File: src/rtl/rr_encoder16x4.sv
// rtl/rr_encoder16x4.sv - round-robin 16:4 priority encoder with registered valid/ready grant
module rr_encoder16x4 #(
   parameter int WIDTH  = 16,
   parameter int ADDR_W = 4
) (
   input  logic              clk,
   input  logic              reset_n,
   input  logic [WIDTH-1:0]  req,
   input  logic              flush,
   input  logic              grant_ready,
   output logic              grant_valid,
   output logic [ADDR_W-1:0] grant_addr,
   output logic [WIDTH-1:0]  grant_onehot,
   output logic [ADDR_W:0]   req_count
);

   localparam int CW = ADDR_W + 1;

   logic [ADDR_W-1:0] ptr;
   logic              load;
   logic              accept;
   logic [WIDTH-1:0]  masked;
   logic              found;
   logic [ADDR_W-1:0] sel;
   logic [ADDR_W-1:0] idx;
   logic [CW-1:0]     count_nxt;

   assign load   = !grant_valid || grant_ready;
   assign accept = grant_valid && grant_ready;

   // Search the masked request vector starting at ptr; the granted bit is
   // removed on accept so a requester still dropping its line is not re-granted.
   always_comb begin
      masked = req & ~(accept ? grant_onehot : {WIDTH{1'b0}});
      found  = 1'b0;
      sel    = '0;
      idx    = '0;
      for (int i = 0; i < WIDTH; i++) begin
         idx = ptr + ADDR_W'(i);
         if (!found && masked[idx]) begin
            found = 1'b1;
            sel   = idx;
         end
      end
   end

   // Population count of the raw request vector.
   always_comb begin
      count_nxt = '0;
      for (int i = 0; i < WIDTH; i++) begin
         count_nxt = count_nxt + CW'(req[i]);
      end
   end

   // Grant register and round-robin pointer; flush overrides load and accept.
   always_ff @(posedge clk or negedge reset_n) begin
      if (!reset_n) begin
         grant_valid  <= 1'b0;
         grant_addr   <= '0;
         grant_onehot <= '0;
         ptr          <= '0;
      end else if (flush) begin
         grant_valid  <= 1'b0;
         grant_onehot <= '0;
         ptr          <= '0;
      end else begin
         if (accept) begin
            ptr <= grant_addr + ADDR_W'(1);
         end
         if (load) begin
            if (found) begin
               grant_valid  <= 1'b1;
               grant_addr   <= sel;
               grant_onehot <= WIDTH'(1) << sel;
            end else begin
               grant_valid  <= 1'b0;
               grant_onehot <= '0;
            end
         end
      end
   end

   // Request count is sampled every cycle regardless of stall or flush.
   always_ff @(posedge clk or negedge reset_n) begin
      if (!reset_n) begin
         req_count <= '0;
      end else begin
         req_count <= count_nxt;
      end
   end

endmodule

File: config.mk
export PLATFORM = sky130hd
export DESIGN_NAME = rr_encoder16x4
export DESIGN_NICKNAME = d
export VERILOG_FILES = /design/src/rtl/rr_encoder16x4.sv
export SDC_FILE = /design/constraint.sdc
export NUM_CORES = 1
export LEC_CHECK = 0
export ABC_AREA = 1
export ABC_CLOCK_PERIOD_IN_PS = 4000
export BUFFER_PORTS_ARGS = -buffer_cell sky130_fd_sc_hd__clkbuf_2
export CORE_AREA = 4 4 88 90
export DETAILED_ROUTE_END_ITERATION = 10
export DIE_AREA = 0 0 92 94
export GPL_ROUTABILITY_DRIVEN = 1
export GPL_TIMING_DRIVEN = 0
export PLACE_DENSITY = 0.73
export SYNTH_ARGS = -nofsm -noshare
export SYNTH_HDL_FRONTEND = slang
export SYNTH_SLANG_ARGS = --single-unit
File: constraint.sdc
create_clock -name clk -period 4 [get_ports clk]
set_input_delay 0.8 -clock clk [delete_from_list [all_inputs] [get_ports clk]]
set_output_delay 0.8 -clock clk [all_outputs]
set_load 0.01 [all_outputs]
==> flow_metrics.tcl <==
set metrics [dict create \
    hold_ws_ns 0.519 \
    initial_utilization 0.518 \
    crit_path_required_time_ns 4.22 \
    max-cap-violations 0 \
    final_min_period_over_clock_period 0.948 \
    crit_fanout 13 \
    dp_hpwl_mm 9.34 \
    ff_latch_area_um2 753 \
    cts-buffers-inserted 5 \
    grt_antenna_before_repair 0 \
    globalRouteOverflowTotal 0 \
    grt_max_degree 31 \
    syn_to_final_growth_pct 17.1 \
    first_global_vias 3949 \
    standard_cell_core_area_um2 7060 \
    report.final.slew_viol_count 0 \
    drive_gt1_frac 0.196 \
    route.detailed.vias_per_inst 5.69 \
    clock_tree.buffer_depth 2 \
    setup_ws_ns 0.207 \
    static-leakage-power_nw 2.34 \
    min_path_type "reg -> reg" \
    clkLatencyLatePin_ns 0.29 \
    ant_diodes 0 \
    cts.reportedPaths.clkPinSlew_ns 0.06 \
    final_cell_mix "150 x sky130_fd_sc_hd__nand3_1, 149 x sky130_fd_sc_hd__nand2_1, 55 x sky130_fd_sc_hd__inv_1, 49 x sky130_fd_sc_hd__nor2_1, 44 x sky130_fd_sc_hd__clkbuf_2" \
    cellPowerDensity_nw_per_um2 539 \
    synth_seq_cells 30 \
    layout_commonest_cell "sky130_fd_sc_hd__nand3_1" \
    drtIter0Drc 379 \
    postSynth.asyncResetShare 1.00 \
    place_ws_ns -0.397 \
    report.power.total_w 0.00231 \
    least_margin_pin_slew_ns 0.826 \
    dp_cells 720 \
    synth_edf_count 0 \
    fp.dieH_um 94 \
    clockRootBuffer "sky130_fd_sc_hd__clkbuf_8" \
    ctsHoldBuffers 0 \
    global_route_wire_length_before_repair_mm 19.1 \
    synth_seq_area_share 0.205 \
    final_antenna_net_count 0 \
    cts_tree "yes" \
    postSynthNetCount 620 \
    detailed_place.area_um2 4000 \
    final-instance-count-excl-fill 737 \
    timing.final.hold_violations 0 \
    ir_drop_v 0.000428 \
    setup_viol_count_final 0 \
    postSynthAreaPerCell_um2 6.34 \
    route.vias.total 4192 \
    finalInstanceArea_um2 4280 \
    synth_cells 577 \
    detail_route.wirelength_mm 11.8 \
    post-route-min-period_ns 3.79 \
    dieArea_um2 8650 \
    critical_path.most_common_cell "sky130_fd_sc_hd__nand2_1" \
    run_status "completed" \
    io_pins 46 \
    ys_warn_count 0 \
    maxClockFrequency_mhz 264 \
    htree_levels 2 \
    clock_sink_count 30 \
    maxSlewHeadroom 0.444 \
    port-buffer-count 44 \
    grt_use_total 0.280 \
    gp_routability_congestion 1.01 \
    cpPeakStageDelay_ns 0.48 \
    timing.critical_path.from_type "register" \
    multi_input_comb_area_um2 2610 \
    dr.pass1.iters 7 \
    num-nets-final 680 \
    crit_path_end_kind "register" \
    final.setup_skew_ns 0.00617 \
    num_rows 31 \
    synth.distinct_cells 40 \
    worst_path_max_delay_cell "sky130_fd_sc_hd__dfrtp_2" \
    layout.filler_cells 697 \
    yosys_most_used_dff "sky130_fd_sc_hd__dfrtp_1" \
    remaining_drc_errors 0 \
    startpoint_to_endpoint_class_of_the_critical_path "reg -> reg" \
    wire_per_inst_um 16.1 \
    worst_ep_arrival_time_ns 4.01 \
    die_w_um 92 \
    syn_area_um2 3660 \
]
-- critical path: cells and delay by family (launching register included) --
family	cells	cell delay, ns
adders and majority gates	1	0.33
buffers and inverters	6	0.77
DFF	1	0.48
and+or+nand+nor	19	2.16
-- final timing paths --
path / start / endpoint / slack, ns / cells after the start
setup / recovery: ptr[1]$_DFFE_PN0P_ / grant_onehot[3]$_DFFE_PN0P_ / 0.21 / 26
hold / removal: grant_onehot[11]$_DFFE_PN0P_ / grant_onehot[11]$_DFFE_PN0P_ / 0.52 / 2
setup reg to reg: ptr[1]$_DFFE_PN0P_ / grant_onehot[3]$_DFFE_PN0P_ / 0.21 / 26
hold reg to reg: grant_onehot[11]$_DFFE_PN0P_ / grant_onehot[11]$_DFFE_PN0P_ / 0.52 / 2
max in group asynchronous: reset_n / ptr[1]$_DFFE_PN0P_ / 2.92 / 1
min in group asynchronous: reset_n / grant_onehot[8]$_DFFE_PN0P_ / 0.56 / 1
-- layout make-up --
cell class                      count  share of cell area
Clock inverter                      3             0.00935
Sequential cell                    30               0.176
Buffer                             15              0.0307
Clock buffer                        5              0.0161
Inverter                           66              0.0614
Multi-Input combinational cell    465               0.609
Timing Repair Buffer               54              0.0690
Tap cell                           99              0.0289
-- kinds of logic after synthesis --
kind of cell	count (synthesis)	synth area share
xor+xnor	10	0.0281
buf+inv	82	0.0979
compound gates	31	0.0513
simple gates	401	0.518
fa+ha+maj	23	0.0992
flops	30	0.205
-- through the flow --
| step | util | TNS (ns) |
|---|---|---|
| 2_1_floorplan | - | 0 |
| 3_3_place_gp | 0.567 | -6.67 |
| 3_5_place_dp | 0.567 | -6.66 |
| 4_1_cts | 0.585 | 0 |
| 5_1_grt | 0.606 | -0.0225 |
| 6_report | 0.606 | 0 |
-- synthesized netlist by cell type (3+ instances only) --
library cell | instances | area [µm²]
sky130_fd_sc_hd__dfrtp_1 | 30 | 751
sky130_fd_sc_hd__nor3_1 | 3 | 15.0
sky130_fd_sc_hd__fa_1 | 10 | 200
sky130_fd_sc_hd__nand2_1 | 150 | 563
sky130_fd_sc_hd__nor2_2 | 4 | 25.0
sky130_fd_sc_hd__a21oi_1 | 6 | 30.0
sky130_fd_sc_hd__nand2_2 | 4 | 25.0
sky130_fd_sc_hd__inv_2 | 6 | 22.5
sky130_fd_sc_hd__xor2_1 | 6 | 52.6
sky130_fd_sc_hd__buf_2 | 5 | 25.0
sky130_fd_sc_hd__clkbuf_1 | 3 | 11.3
sky130_fd_sc_hd__nand4_1 | 19 | 119
sky130_fd_sc_hd__nand3_2 | 4 | 40.0
sky130_fd_sc_hd__buf_6 | 3 | 33.8
sky130_fd_sc_hd__nor2_4 | 3 | 33.8
sky130_fd_sc_hd__o21ai_0 | 14 | 70.1
sky130_fd_sc_hd__ha_1 | 13 | 163
sky130_fd_sc_hd__nor2_1 | 56 | 210
sky130_fd_sc_hd__nand3_1 | 150 | 751
sky130_fd_sc_hd__inv_1 | 59 | 221
sky130_fd_sc_hd__buf_4 | 5 | 37.5
-- sequential cells by signal, indices dropped and copies added (netlist names) --
name / cells
grant_onehot: 16
req_count: 5
grant_addr: 4
ptr: 4
grant_valid: 1
-- per-layer routing --
metal	GRT usage	share of wire	wire length, µm	vias up
met5	0	0	0	-
met4	0.0953	0.035	418	0
met3	0.0497	0.092	1090	42
met2	0.457	0.46	5390	245
met1	0.374	0.42	4930	1869
li1	-	-	-	2036
-- what timing repair did --
item                                    CTS  global route
setup buffers                             2             8
pin swaps                                 1             6
endpoints found under the setup margin   20            20
gates resized for setup                   5            29
-- power breakdown --
group | internal, W | leakage, nW | switching (W)
clock | 0.000183 | 0.0579 | 0.000115
sequential | 0.000378 | 0.396 | 0.0000620
combinational | 0.000501 | 1.89 | 0.00107
total | 0.00106 | 2.34 | 0.00125
No activity file was read; power rests on OpenSTA's default activity.
